$ cat src/rtl/dual_issue_scheduler.sv
// Dual-issue RV32I scheduler: pairs instructions from the fetch buffer and tracks pending load destinations.
// Optional issue statistics are enabled with the SCHED_PERF_CNT_EN macro.
module dual_issue_scheduler #(
    parameter int unsigned NREGS = 32
`ifdef SCHED_PERF_CNT_EN
    , parameter int unsigned PERF_W = 32
`endif
) (
    input  logic              clk,
    input  logic              rst,
    input  logic              nothing_filled,
    input  logic [31:0]       instruction0,
    input  logic [31:0]       instruction1,
    input  logic              ex_ready,
    input  logic              wb_valid,
    input  logic [4:0]        wb_rd,
    output logic              freeze1,
    output logic              freeze2,
    output logic              dependency_on_ins2,
    output logic              issue0_valid,
    output logic [31:0]       issue0_instr,
    output logic              issue1_valid,
    output logic [31:0]       issue1_instr
`ifdef SCHED_PERF_CNT_EN
    , output logic [PERF_W-1:0] perf_dual
    , output logic [PERF_W-1:0] perf_single
    , output logic [PERF_W-1:0] perf_stall
`endif
);

    localparam int unsigned INSTR_W = 32;

    localparam logic [6:0] OP_LUI    = 7'b0110111;
    localparam logic [6:0] OP_AUIPC  = 7'b0010111;
    localparam logic [6:0] OP_JAL    = 7'b1101111;
    localparam logic [6:0] OP_JALR   = 7'b1100111;
    localparam logic [6:0] OP_BRANCH = 7'b1100011;
    localparam logic [6:0] OP_LOAD   = 7'b0000011;
    localparam logic [6:0] OP_STORE  = 7'b0100011;
    localparam logic [6:0] OP_RTYPE  = 7'b0110011;

    typedef enum logic [2:0] {
        DEC_IDLE,
        DEC_HOLD,
        DEC_BUBBLE,
        DEC_SINGLE,
        DEC_DUAL
    } dec_t;

    function automatic logic uses_rs1(input logic [6:0] op);
        return !(op == OP_LUI || op == OP_AUIPC || op == OP_JAL);
    endfunction

    function automatic logic uses_rs2(input logic [6:0] op);
        return (op == OP_RTYPE || op == OP_STORE || op == OP_BRANCH);
    endfunction

    function automatic logic writes_rd(input logic [6:0] op, input logic [4:0] rd);
        return !(op == OP_STORE || op == OP_BRANCH) && (rd != 5'd0);
    endfunction

    function automatic logic is_mem(input logic [6:0] op);
        return (op == OP_LOAD || op == OP_STORE);
    endfunction

    function automatic logic is_ctrl(input logic [6:0] op);
        return (op == OP_BRANCH || op == OP_JAL || op == OP_JALR);
    endfunction

    // Field extraction
    logic [6:0] op0, op1;
    logic [4:0] rd0, rd1, rs1_0, rs1_1, rs2_0, rs2_1;

    assign op0   = instruction0[6:0];
    assign rd0   = instruction0[11:7];
    assign rs1_0 = instruction0[19:15];
    assign rs2_0 = instruction0[24:20];
    assign op1   = instruction1[6:0];
    assign rd1   = instruction1[11:7];
    assign rs1_1 = instruction1[19:15];
    assign rs2_1 = instruction1[24:20];

    logic [NREGS-1:0] sb;
    logic [NREGS-1:0] sb_next;

    logic busy0, busy1, raw, waw, single_cond;
    dec_t dec;

    // Hazard detection against the scoreboard and between the pair
    always_comb begin
        busy0 = (uses_rs1(op0) && sb[rs1_0]) || (uses_rs2(op0) && sb[rs2_0]);
        busy1 = (uses_rs1(op1) && sb[rs1_1]) || (uses_rs2(op1) && sb[rs2_1]);
        raw   = writes_rd(op0, rd0) &&
                ((uses_rs1(op1) && (rs1_1 == rd0)) || (uses_rs2(op1) && (rs2_1 == rd0)));
        waw   = writes_rd(op0, rd0) && writes_rd(op1, rd1) && (rd0 == rd1);
        single_cond = (instruction1 == INSTR_W'(0)) || is_ctrl(op0) ||
                      (is_mem(op0) && is_mem(op1)) || raw || waw || busy1;
    end

    // Issue decision and fetch-buffer handshake, in priority order
    always_comb begin
        freeze1            = 1'b0;
        freeze2            = 1'b0;
        dependency_on_ins2 = 1'b0;
        dec                = DEC_IDLE;
        if (rst || nothing_filled) begin
            dec = DEC_IDLE;
        end else if (!ex_ready) begin
            freeze1 = 1'b1;
            freeze2 = 1'b1;
            dec     = DEC_HOLD;
        end else if (busy0) begin
            freeze1 = 1'b1;
            dec     = DEC_BUBBLE;
        end else if (single_cond) begin
            dependency_on_ins2 = 1'b1;
            dec                = DEC_SINGLE;
        end else begin
            dec = DEC_DUAL;
        end
    end

    // Issue slot registers
    always_ff @(posedge clk) begin
        if (rst) begin
            issue0_valid <= 1'b0;
            issue0_instr <= '0;
            issue1_valid <= 1'b0;
            issue1_instr <= '0;
        end else begin
            case (dec)
                DEC_HOLD: begin
                    issue0_valid <= issue0_valid;
                    issue0_instr <= issue0_instr;
                    issue1_valid <= issue1_valid;
                    issue1_instr <= issue1_instr;
                end
                DEC_SINGLE: begin
                    issue0_valid <= 1'b1;
                    issue0_instr <= instruction0;
                    issue1_valid <= 1'b0;
                    issue1_instr <= '0;
                end
                DEC_DUAL: begin
                    issue0_valid <= 1'b1;
                    issue0_instr <= instruction0;
                    issue1_valid <= 1'b1;
                    issue1_instr <= instruction1;
                end
                default: begin
                    issue0_valid <= 1'b0;
                    issue0_instr <= '0;
                    issue1_valid <= 1'b0;
                    issue1_instr <= '0;
                end
            endcase
        end
    end

    logic set0, set1;

    assign set0 = (dec == DEC_SINGLE || dec == DEC_DUAL) && (op0 == OP_LOAD) && (rd0 != 5'd0);
    assign set1 = (dec == DEC_DUAL) && (op1 == OP_LOAD) && (rd1 != 5'd0);

    // Writeback clear applied first so a same-cycle load issue wins
    always_comb begin
        sb_next = sb;
        if (wb_valid && (wb_rd != 5'd0)) begin
            sb_next[wb_rd] = 1'b0;
        end
        if (set0) begin
            sb_next[rd0] = 1'b1;
        end
        if (set1) begin
            sb_next[rd1] = 1'b1;
        end
        sb_next[0] = 1'b0;
    end

    always_ff @(posedge clk) begin
        if (rst) begin
            sb <= '0;
        end else begin
            sb <= sb_next;
        end
    end

`ifdef SCHED_PERF_CNT_EN
    // Saturating issue statistics
    always_ff @(posedge clk) begin
        if (rst) begin
            perf_dual   <= '0;
            perf_single <= '0;
            perf_stall  <= '0;
        end else begin
            if (dec == DEC_DUAL && perf_dual != '1) begin
                perf_dual <= perf_dual + PERF_W'(1);
            end
            if (dec == DEC_SINGLE && perf_single != '1) begin
                perf_single <= perf_single + PERF_W'(1);
            end
            if (freeze1 && perf_stall != '1) begin
                perf_stall <= perf_stall + PERF_W'(1);
            end
        end
    end
`endif

endmodule

$ cat config.mk
export PLATFORM = sky130hd
export DESIGN_NAME = dual_issue_scheduler
export DESIGN_NICKNAME = d
export VERILOG_FILES = /design/src/rtl/dual_issue_scheduler.sv
export SDC_FILE = /design/constraint.sdc
export NUM_CORES = 1
export LEC_CHECK = 0
export CAP_MARGIN = 40
export CELL_PAD_IN_SITES_DETAIL_PLACEMENT = 0
export CELL_PAD_IN_SITES_GLOBAL_PLACEMENT = 2
export CORE_ASPECT_RATIO = 1.25
export CORE_MARGIN = 2
export CORE_UTILIZATION = 33
export DETAILED_ROUTE_END_ITERATION = 12
export HOLD_SLACK_MARGIN = 0.15
export MAX_ROUTING_LAYER = met4
export PLACE_DENSITY_LB_ADDON = 0.25
export SETUP_SLACK_MARGIN = 0.1
export SYNTH_ARGS = -nofsm -noshare
export SYNTH_HDL_FRONTEND = slang
export SYNTH_SLANG_ARGS = --single-unit
$ cat constraint.sdc
create_clock -name clk -period 4.6 [get_ports clk]
set_input_delay 0.46 -clock clk [delete_from_list [all_inputs] [get_ports clk]]
set_output_delay 0.46 -clock clk [all_outputs]
set_load 0.01 [all_outputs]
### Yosys cells after proc, flatten, opt, wreduce, memory -nomap -nowiden

Cells that the tools add are included.
W data, S select, Z words.

| word-level totals | value |
|---|---|
| register bits | 98 |
| input port bits | 74 |
| word-level logic and storage cells | 128 |

| operators by class | value |
|---|---|
| $lt $le $gt $ge | 10 |
| eq/ne operators | 21 |
| multiplexer cells | 34 |
| bitwise gates (word level) | 4 |
| reduce and logical (&&, ||, !) cells | 53 |

Operator list:

| cell | number |
|---|---|
| $pmux W32 S2 | 2 |
| $mux W32 | 3 |
| $or A32 B32 Y32 | 2 |
| $eq A7 B6 Y1 const B | 6 |
| $lt A5 B6 Y1 const B | 7 |
| $eq A7 B7 Y1 const B | 5 |
| $and A32 B32 Y32 | 1 |
| $logic_not A32 Y1 | 1 |
| $not A32 Y32 | 1 |
| $logic_or A1 B1 Y1 | 24 |
| $bmux W1 S5 | 4 |
| $logic_and A1 B1 Y1 | 20 |
| $mux W1 | 16 |
| $demux W1 S5 | 3 |
| $eq A5 B5 Y1 | 3 |
| $ge A5 B1 Y1 const B | 3 |
| $reduce_bool A5 Y1 | 3 |
| $eq A7 B2 Y1 const B | 2 |
| $eq A7 B5 Y1 const B | 2 |
| $mux W3 | 4 |
| $logic_not A1 Y1 | 4 |
| $pmux W1 S2 | 2 |
| $eq A3 B1 Y1 const B | 1 |
| $eq A3 B2 Y1 const B | 1 |
| 2 further kinds | 2 |

### Depth between registers and ports, before layout

| depth | value |
|---|---|
| depth after elaboration | 21 |
| mapped depth | 9 |

### Least setup slack after synthesis

No wires, ideal clock.

| timing | value |
|---|---|
| path type | input-to-output |
| start | input port instruction0[20] |
| end | output port dependency_on_ins2 |
| arrival | 2328 ps |
| slack | 1812 ps |
| cell stages on the path | 9 |
| path buffers | 3 |
| path through | buf_2 > mux4_2 > mux2i_1 > nor2b_1 > o311ai_2 > and4_1 > clkbuf_1 > buf_2 > and2_1 |

| on the way | value |
|---|---|
| cells in the longest elaborated chain, start to end | 7 |

RTL lines:

| item | RTL line | RTL |
|---|---|---|
| from (decl) | 12 | `input logic [31:0] instruction0,` |
| $bmux W1 S5 | 91 | `busy0 = (uses_rs1(op0) && sb[rs1_0]) \|\| (uses_rs2(op0) && sb[rs2_0]);` |
| $mux W1 (implied by the code) | 91 |  |
| $logic_and A1 B1 Y1 | 91 |  |
| $logic_or A1 B1 Y1 | 91 |  |
| $mux W1 | 112 | `end else if (busy0) begin` |
| $mux W1 | 108 | `end else if (!ex_ready) begin` |
| $mux W1 | 106 | `if (rst \|\| nothing_filled) begin` |
| to (decl) | 19 | `output logic dependency_on_ins2,` |

Every way passes these cells. The select of a mux whose other input is x is not followed.

### Worst setup path in the final report

| timing | value |
|---|---|
| start | input port instruction1[20] |
| end | output port dependency_on_ins2 |

| on the way | value |
|---|---|
| cells in the longest elaborated chain, start to end | 11 |

RTL lines:

| item | RTL line | RTL |
|---|---|---|
| from (decl) | 13 | `input logic [31:0] instruction1,` |
| parallel branches: the longest is 6 deep, another holds $bmux W1 S5 | - |  |
| $logic_or A1 B1 Y1 * | 97 | `(is_mem(op0) && is_mem(op1)) \|\| raw \|\| waw \|\| busy1;` |
| $mux W1 * | 115 | `end else if (single_cond) begin` |
| $mux W1 * | 112 |  |
| $mux W1 * | 108 |  |
| $mux W1 * | 106 |  |

Every way passes the cells marked *. The select of a mux whose other input is x is not followed.

==> key figures <==
Global route
  – Initial antenna violation count: 0
  – Largest net degree at the start of global routing: 68
  – All-Layer GR Usage: 25.2%
  – Vias in the first global route: 5862
  – First-pass GRT wire length: 36.1 mm
  – GRT overflow: 0

STA
  – Final Hold Fails: 0
  – Max Slew Vio Count: 0
  – Slew headroom: 37.8%
  – Max Freq: 0.263 GHz
  – Worst Skew: 0.0109 ns
  – RSZ-0062 raised after global routing: false
  – Setup TNS: 0 ns
  – Fin crit share: 82.6%
  – Slew @ Worst Pin: 0.931 ns
  – Crit path time final: 3.80 ns
  – Final setup violation count: 0

Die
  – Die Y: 158 µm
  – Starting Density: 33.5%
  – Row cnt: 56
  – IO Pins: 143
  – Total core area: 0.0186 mm²
  – Die Area: 0.0201 mm²
  – Die W: 127 µm

Setup path
  – CP arrival: 3.34 ns
  – Critical path type: in -> out
  – CP max-delay cell: clkdlybuf4s50_1
  – CP startpoint kind: input pin
  – Most Frequent Cell on Critical Path: clkdlybuf4s50_1
  – Crit-path cells: clkdlybuf4s50_1 > mux4_2 > mux2i_1 > o22ai_1 > a22oi_1 > nand4_2 > and2_1 > clkdlybuf4s50_1
  – CP max FO: 13
  – Worst EP required: 4.14 ns
  – CP Capture Type: output pin
  – Worst stage delay on the critical path: 0.91 ns

Drt
  – Final WL: 25.1 mm
  – Wl on met1: 9.81 mm
  – Iteration-0 DRC Markers: 431
  – Met2 wire len: 12.7 mm
  – Post-DR vias/cell: 5.93
  – WL/cell: 24.7 µm
  – Max Used Layer: met4
  – Via Count: 6024
  – DRC viols: 0
  – Iteration count of the initial detailed-routing pass: 5
  – DR WL met3: 1.07 mm
  – Antenna-violating nets left: 0

Clock network
  – Num CTS Buffers: 9
  – Clock Latency Late Sink: 0.37 ns
  – Post_cts resized: 0
  – Max Root-Sink Buffers: 2
  – # hold bufs at CTS: 0
  – Root buf cell: clkbuf_16
  – # H-tree levels: 3
  – Post-CTS setup buffers: 0
  – Clk sinks: 97
  – Clock-pin slew on the worst setup and hold paths: 0.08 ns
  – TritonCTS clock tree: built

Placed design
  – Routability congestion estimate: 0.894
  – Placed instance area: 0.00775 mm²
  – Port bufs: 142
  – DP HPWL: 18.1 mm

Logic synthesis
  – Syn Nets: 749
  – Synth async-reset ratio: 0%
  – Post-synth top area share: 31.1%
  – Register area share after synthesis: 31.1%
  – Synth Area per Inst: 9.26 µm²
  – Number of synthesized flops with an enable pin: 0
  – Synth area leader: dfxtp_1
  – Cell count after synthesis: 675
  – Cell area after synthesis: 0.00625 mm²
  – Post-synth top cells: dfxtp_1, nand2_1, o31ai_2
  – Most common cell in the netlist: dfxtp_1
  – Ys flop type: dfxtp_1
  – #FFs+latches synth: 97
  – Area contributors post-synth: dfxtp_1, o31ai_2, mux4_2
  – Synth warn: 0
  – Distinct cells, synth: 59

Final layout
  – Filler instances: 1813
  – Share of layout cells above drive strength 1: 16.9%
  – Design Area, Final: 0.00805 mm²
  – NumNets Final: 852
  – ANT cells: 0
  – Area growth syn-to-layout: 28.8%

Outcome
  – Status: finished clean

Worst hold path
  – Hold Path Class: reg -> reg

Power
  – Peak supply drop: 0.172 mV
  – Pleak: 2.76 nW
  – PwrDens: 251 mW/mm²

Flow run
  – Max_cap viols: 0
-- cells by family after synthesis --
logic type,Yosys count,share of synthesized area (%)
multiplexers,44,11.8
XOR/XNOR,15,2.10
buffers and inverters,104,7.91
AO/OA/AOI/OAI,174,26.0
AND/OR/NAND/NOR,241,21.1
flip-flops,97,31.1
-- worst paths after layout --
kind	to	depth (start not counted)	start	slack [ns]
hold reg to reg	issue1_valid	2	issue1_valid	0.45
hold / removal	issue1_valid	2	issue1_valid	0.45
setup / recovery	dependency_on_ins2	8	instruction1[20]	0.80
setup reg to reg	sb[25]	7	sb[29]	1.58
-- metal layers --
metal	GRT usage (%)	up-vias
met5	-	-
met4	14.8	0
met3	3.58	70
met2	43.8	232
met1	27.7	2966
li1	-	2756
-- sequential cells by signal, summed over array words and instances (netlist names) --
signal and cells:
sb 31, issue1_instr 32, issue1_valid 1, issue0_instr 32, issue0_valid 1
-- cells in the final DEF (no fill, tap or decap), drive strengths merged, types with 20 or more instances in the layout --
cell type / n
a22o: 30
clkdlybuf4s50: 142
a41oi: 27
a21oi: 20
nor2: 32
inv: 43
nand2: 64
nand2b: 21
or3: 31
mux4: 23
dfxtp: 97
o31ai: 62
-- per-stage QoR --
step	setup slack, ns	util [%]	std cells	hold slack (ns)	power [mW]
6_report	0.799	43.2	1015	0.449	2.02
5_1_grt	0.604	43.2	1015	0.473	2.09
4_1_cts	0.799	43.2	1015	0.455	2.04
3_5_place_dp	0.805	41.6	999	0.444	1.25
3_3_place_gp	0.815	41.5	998	0.431	1.24
2_1_floorplan	1.81	-	675	0.467	1.09
-- area by class of cell --
| class | count | area (µm²) | area share (%) |
|---|---|---|---|
| inverter | 40 | 150 | 1.86 |
| clock inverter | 7 | 80.1 | 0.994 |
| tap | 232 | 290 | 3.60 |
| sequential | 97 | 1940 | 24.1 |
| clock buffer | 9 | 225 | 2.80 |
| multi-input combinational | 474 | 3830 | 47.5 |
| timing repair buffer | 156 | 1540 | 19.1 |
-- power by group --
part           total, mW  internal (mW)  leakage, nW  switching (mW)
clock              0.793          0.388        0.146           0.405
sequential         0.867          0.857        0.785         0.00966
combinational      0.360          0.152         1.83           0.208
-- critical path: cells and delay by family --
family | cells | cell delay (ns)
multiplexers | 2 | 0.73
AND/OR/NAND/NOR | 2 | 0.40
AO/OA/AOI/OAI | 2 | 0.35
buffers and inverters | 2 | 1.40
(Power assumes the default switching activity.)
